<file path="config.mk">
export PLATFORM = sky130hd
export DESIGN_NAME = instr_fetch_unit_flat
export DESIGN_NICKNAME = d
export VERILOG_FILES = /design/src/rtl/instr_fetch_unit_if.sv /design/src/rtl/instr_fetch_unit.sv /design/src/flat_wrapper.sv
export SDC_FILE = /design/constraint.sdc
export NUM_CORES = 1
export LEC_CHECK = 0
export CORE_ASPECT_RATIO = 1.2
export CORE_MARGIN = 2
export CORE_UTILIZATION = 30
export CTS_CLUSTER_DIAMETER = 120
export DETAILED_ROUTE_END_ITERATION = 16
export GPL_TIMING_DRIVEN = 0
export PLACE_DENSITY_LB_ADDON = 0.2
export SYNTH_ARGS = -nofsm -noshare
export SYNTH_HDL_FRONTEND = slang
export SYNTH_SLANG_ARGS = --single-unit
</file>
<file path="constraint.sdc">
create_clock -name clk -period 4.21 [get_ports clk]
set_input_delay 0.6315 -clock clk [delete_from_list [all_inputs] [get_ports clk]]
set_output_delay 0.6315 -clock clk [all_outputs]
set_load 0.05 [all_outputs]
</file>
<file path="src/rtl/instr_fetch_unit_if.sv">
// Interface bundling the fetch unit's memory port, core handshake and status.
//   master : fetch unit side (drives memory address/strobe and core in/load/s)
//   slave  : environment side (instruction memory, core, run control)
// Parameter ADDR_W must match the ADDR_W of the attached instr_fetch_unit.
interface instr_fetch_unit_if #(
  parameter int unsigned ADDR_W = 8
) ();
  logic              run;
  logic [ADDR_W-1:0] mem_addr;
  logic              mem_rd;
  logic [15:0]       mem_rdata;
  logic [15:0]       cpu_in;
  logic              cpu_load;
  logic              cpu_s;
  logic              cpu_w;
  logic [ADDR_W-1:0] pc;
  logic [15:0]       instr_count;
  logic              halted;

  modport master (
    input  run, mem_rdata, cpu_w,
    output mem_addr, mem_rd, cpu_in, cpu_load, cpu_s, pc, instr_count, halted
  );

  modport slave (
    output run, mem_rdata, cpu_w,
    input  mem_addr, mem_rd, cpu_in, cpu_load, cpu_s, pc, instr_count, halted
  );
endinterface

</file>
<file path="src/rtl/instr_fetch_unit.sv">
// Instruction fetch sequencer feeding the cpu core.
// Reads a 16-bit word at pc from a synchronous memory (data one cycle after
// mem_rd), latches it onto cpu_in, pulses cpu_load then cpu_s, waits for the
// core to finish via cpu_w, then advances pc and the saturating instr_count.
// Ports:
//   clk    : clock, rising edge
//   reset  : asynchronous, active-high
//   bus    : instr_fetch_unit_if.master (run, mem_*, cpu_*, pc, instr_count, halted)
// Optional feature: define IFU_HALT_DETECT_EN to stop in HALTED on any fetched
// word with opcode bits [15:13] == 3'b111 (latched but never issued).
module instr_fetch_unit #(
  parameter int unsigned       ADDR_W   = 8,
  parameter logic [ADDR_W-1:0] RESET_PC = '0
) (
  input logic                 clk,
  input logic                 reset,
  instr_fetch_unit_if.master  bus
);

  typedef enum logic [2:0] {
    StIdle, StFetch, StMemWait, StLoad, StStart, StBusy, StDone, StHalted
  } state_e;

  state_e            state_q, state_d;
  logic [ADDR_W-1:0] pc_q, pc_d;
  logic [15:0]       count_q, count_d;
  logic [15:0]       instr_q, instr_d;
  logic [1:0]        busy_cnt_q, busy_cnt_d;
  logic              halt_op;

`ifdef IFU_HALT_DETECT_EN
  assign halt_op    = (bus.mem_rdata[15:13] == 3'b111);
  assign bus.halted = (state_q == StHalted);
`else
  assign halt_op    = 1'b0;
  assign bus.halted = 1'b0;
`endif

  always_ff @(posedge clk or posedge reset) begin
    if (reset) begin
      state_q    <= StIdle;
      pc_q       <= RESET_PC;
      count_q    <= 16'h0000;
      instr_q    <= 16'h0000;
      busy_cnt_q <= 2'd0;
    end else begin
      state_q    <= state_d;
      pc_q       <= pc_d;
      count_q    <= count_d;
      instr_q    <= instr_d;
      busy_cnt_q <= busy_cnt_d;
    end
  end

  always_comb begin
    state_d    = state_q;
    pc_d       = pc_q;
    count_d    = count_q;
    instr_d    = instr_q;
    busy_cnt_d = busy_cnt_q;
    unique case (state_q)
      StIdle:    if (bus.run && bus.cpu_w) state_d = StFetch;
      StFetch:   state_d = StMemWait;
      StMemWait: begin
        instr_d = bus.mem_rdata;
        state_d = halt_op ? StHalted : StLoad;
      end
      StLoad:    state_d = StStart;
      StStart: begin
        busy_cnt_d = 2'd0;
        state_d    = StBusy;
      end
      StBusy: begin
        // A core that never drops w is assumed to have run a one-cycle
        // instruction; give up waiting after 4 idle cycles.
        if (!bus.cpu_w || busy_cnt_q == 2'd3) state_d = StDone;
        else busy_cnt_d = busy_cnt_q + 2'd1;
      end
      StDone: begin
        if (bus.cpu_w) begin
          pc_d    = pc_q + ADDR_W'(1);
          count_d = (count_q == 16'hFFFF) ? count_q : count_q + 16'd1;
          state_d = bus.run ? StFetch : StIdle;
        end
      end
      StHalted:  state_d = StHalted;
    endcase
  end

  assign bus.mem_addr    = pc_q;
  assign bus.pc          = pc_q;
  assign bus.mem_rd      = (state_q == StFetch);
  assign bus.cpu_load    = (state_q == StLoad);
  assign bus.cpu_s       = (state_q == StStart);
  assign bus.cpu_in      = instr_q;
  assign bus.instr_count = count_q;

endmodule

</file>
<file path="src/flat_wrapper.sv">
// flat-port wrapper written by rule: the top's interface ports become plain ports
module instr_fetch_unit_flat 
#(
  parameter int unsigned       ADDR_W   = 8,
  parameter logic [ADDR_W-1:0] RESET_PC = '0
)
  (clk, reset, bus_run, bus_mem_rdata, bus_cpu_w, bus_mem_addr, bus_mem_rd, bus_cpu_in, bus_cpu_load, bus_cpu_s, bus_pc, bus_instr_count, bus_halted);
  instr_fetch_unit_if #(.ADDR_W(ADDR_W)) bus_i ();
  input logic clk;
  input logic reset;
  input wire logic [$bits(bus_i.run)-1:0] bus_run;
  input wire logic [$bits(bus_i.mem_rdata)-1:0] bus_mem_rdata;
  input wire logic [$bits(bus_i.cpu_w)-1:0] bus_cpu_w;
  output wire logic [$bits(bus_i.mem_addr)-1:0] bus_mem_addr;
  output wire logic [$bits(bus_i.mem_rd)-1:0] bus_mem_rd;
  output wire logic [$bits(bus_i.cpu_in)-1:0] bus_cpu_in;
  output wire logic [$bits(bus_i.cpu_load)-1:0] bus_cpu_load;
  output wire logic [$bits(bus_i.cpu_s)-1:0] bus_cpu_s;
  output wire logic [$bits(bus_i.pc)-1:0] bus_pc;
  output wire logic [$bits(bus_i.instr_count)-1:0] bus_instr_count;
  output wire logic [$bits(bus_i.halted)-1:0] bus_halted;
  assign bus_i.run = bus_run;
  assign bus_i.mem_rdata = bus_mem_rdata;
  assign bus_i.cpu_w = bus_cpu_w;
  assign bus_mem_addr = bus_i.mem_addr;
  assign bus_mem_rd = bus_i.mem_rd;
  assign bus_cpu_in = bus_i.cpu_in;
  assign bus_cpu_load = bus_i.cpu_load;
  assign bus_cpu_s = bus_i.cpu_s;
  assign bus_pc = bus_i.pc;
  assign bus_instr_count = bus_i.instr_count;
  assign bus_halted = bus_i.halted;
  instr_fetch_unit #(.ADDR_W(ADDR_W), .RESET_PC(RESET_PC)) u_core (.clk(clk), .reset(reset), .bus(bus_i));
endmodule
</file>
==> run metrics <==
max-slew violations=0; adder-cell share of the synthesized area=1.84%; WP data arrival=2.13 ns; Num CTS Buffers=5; synth unique cells=35; core outline area=6530 µm²; syn nets=193; initial antenna violation count=0; Total Power=2.12 mW; vias in the first global route=1376; most common cell after layout, fill and taps aside=clkdlybuf4s50_1; highest clock rate=363 MHz; hold path depth=1; overall routed net length=4030 µm; worst r2r src=u_core.bus.instr_count[0]; share of the synthesized area in the top cell type=55.1%; cell taking the most area after synthesis=dfrtp_1; post-CTS sizing=0; layout cells sized above 1=17.0%; CTS max path bufs=2; grt ovf=0; drt via density=4.48; port bufs=70; Residual DRC=0; clock sinks=45; placed insts=326; R2R setup slack=2.17 ns; synthesis warning total=0; Compound-Gate Fraction of Synth Area=5.02%; die footprint=7490 µm²; Hold Path Class=register to register; crit path max fanout=10; Tightest Pin Transition=0.515 ns; Area Overhead vs Synth=44.1%; crit path kind=register to output pin; Critical Path RT=3.58 ns; # setup viols final=0; die height=94.4 µm; Initial Util=31.3%; TritonCTS clock tree=done; area post-placement=2870 µm²; clock latency on the worst-skew pair=0.29 ns; largest net degree at the start of global routing=42; Final Cycle Share=65.5%; Synth Register Bits=45; RSZ-0062 raised after global routing=false; setup ws final=1.45 ns; 1st-iter DRT viols=75; Place WS=1.71 ns; Reg2Reg Depth=5; global-route wire length before repair=6620 µm; DR pass1 iterations=4; hold buffers post-CTS=0; status=complete, no violations; fin nets=271; mux share of post-synthesis cell area=10.4%; Final ANT Viol Nets=0; Final TNS setup=0 ns; Worst Clk Skew=0.00499 ns; synth top area cells=dfrtp_1 55%, mux2_2 9.9%, xor2_1 5.6%, xnor2_1 3.9%, buf_4 3.3%; Syn Inst Count=170; worst r2r dst=u_core.bus.instr_count[1]; H-tree depth=2; row cnt=32; Syn Area/Cell=12.0 µm²; leakage power total=1.28 nW; Post-CTS Repair Setup Buffers=0; HPWL Detailed=2980 µm; Fin. Hold Viols=0; Finished Cell Area=2950 µm²; Post-Synthesis Cell Area=2040 µm²; Peak VDD IR=0.372 mV; Worst Hold End=u_core.bus.instr_count[15]; CTS clk-pin slew, worst paths=0.08 ns; commonest non-fill, non-tap cells in the layout=70 x clkdlybuf4s50_1, 45 x dfrtp_1, 18 x mux2_2; Overall Global Routing Usage=11.4%; DR vias=1488; largest family of logic cells by synthesized area=simple AND/OR/NAND/NOR gates; headroom to the max-slew limit=65.5%; simple-gate share of the synthesized area=13.3%; Final Critical Period=2.76 ns; die width=79.4 µm; post-synthesis xor/xnor area fraction=9.42%; Setup crit start kind=register; max cap viols=0; I/O pins=72; PD cells=720 nW/µm²; CP Capture Type=output pin; hold_sp=u_core.bus.instr_count[15]; Routed WL per cell=12.2 µm; root buffer cell=clkbuf_8; final cell count without fillers=332; GPL Wtd Cong=0.718; # diodes=0; sequential share of the synthesized area=55.1%
metrics by stage:
step	hold WS (ns)	utilization, %
2_1_floorplan	0.457	-
3_3_place_gp	0.478	43.7
3_5_place_dp	0.483	44.0
4_1_cts	0.496	45.1
5_1_grt	0.521	45.1
6_report	0.486	45.1
layer usage:
| metal | wire length [µm] | share of wire [%] | GRT usage, % |
|---|---|---|---|
| met4 | 79 | 2.0 | 5.17 |
| met5 | 0 | 0 | 0 |
| met3 | 169 | 4.2 | 2.58 |
| met1 | 1780 | 44 | 14.1 |
| met2 | 2010 | 50 | 18.9 |
power by group:
| group | total, mW | switching, mW | internal [mW] |
|---|---|---|---|
| clock network | 0.244 | 0.135 | 0.109 |
| logic | 1.19 | 0.738 | 0.455 |
| registers | 0.684 | 0.113 | 0.571 |
| total | 2.12 | 0.986 | 1.14 |
worst max-delay path, cell delays in order, from the launching register on:
cell and delay (ns):
dfrtp_1 0.44, clkbuf_1 0.31, nor3b_1 0.24, clkdlybuf4s50_1 0.85
state kept, by name, indices dropped and copies added (netlist names), named ones only:
register	flops
u_core.state_q	2
u_core.bus.instr_count	16
u_core.bus.mem_addr	8
u_core.bus.cpu_in	16
u_core.busy_cnt_q	2
worst max-delay path by stage:
stage                                  from                         to  slack, ns
final                     u_core.state_q[0]                 bus_mem_rd       1.45
after global routing      u_core.state_q[0]                 bus_mem_rd       1.29
after CTS                 u_core.state_q[0]                 bus_mem_rd       1.38
after detailed placement  u_core.state_q[0]                 bus_mem_rd       1.71
after global placement                reset  u_core.bus.instr_count[0]       1.52
after floorplan           u_core.state_q[0]                 bus_mem_rd       1.72
cells in the mapped netlist (all sizes together):
master	count
nand4	6
nor3	6
a311oi	1
nor2b	1
o2111ai	1
a22o	3
mux2i	1
and3	1
a21oi	1
nand2b	1
and4	2
xnor2	9
buf	11
conb	1
a2bb2oi	1
or3	1
ha	3
a21boi	1
dfrtp	45
nand2	13
mux2	18
nor4	1
clkbuf	1
o21ai	4
nor2	12
and2	1
inv	4
nor3b	2
xor2	13
nand3	5
kinds of logic (layout without fill, tap and decap cells):
kind of cell / Yosys count / count (layout)
AOI/OAI and AO/OA: 12 / 12
xor gates and xnor gates: 22 / 22
adders and majority gates: 3 / 3
buffers and inverters: 16 / 93
DFF: 45 / 45
muxes: 19 / 19
other: 1 / 1
and+or+nand+nor: 52 / 52
cell type report:
| class | count | area (µm²) |
|---|---|---|
| multi-input combinational | 109 | 822 |
| tap | 85 | 106 |
| fill | 601 | 3580 |
| buffer | 12 | 81.3 |
| sequential | 45 | 1130 |
| clock inverter | 1 | 5.00 |
| clock buffer | 5 | 68.8 |
| timing repair buffer | 71 | 721 |
| inverter | 4 | 15.0 |
(Power assumes the default switching activity.)
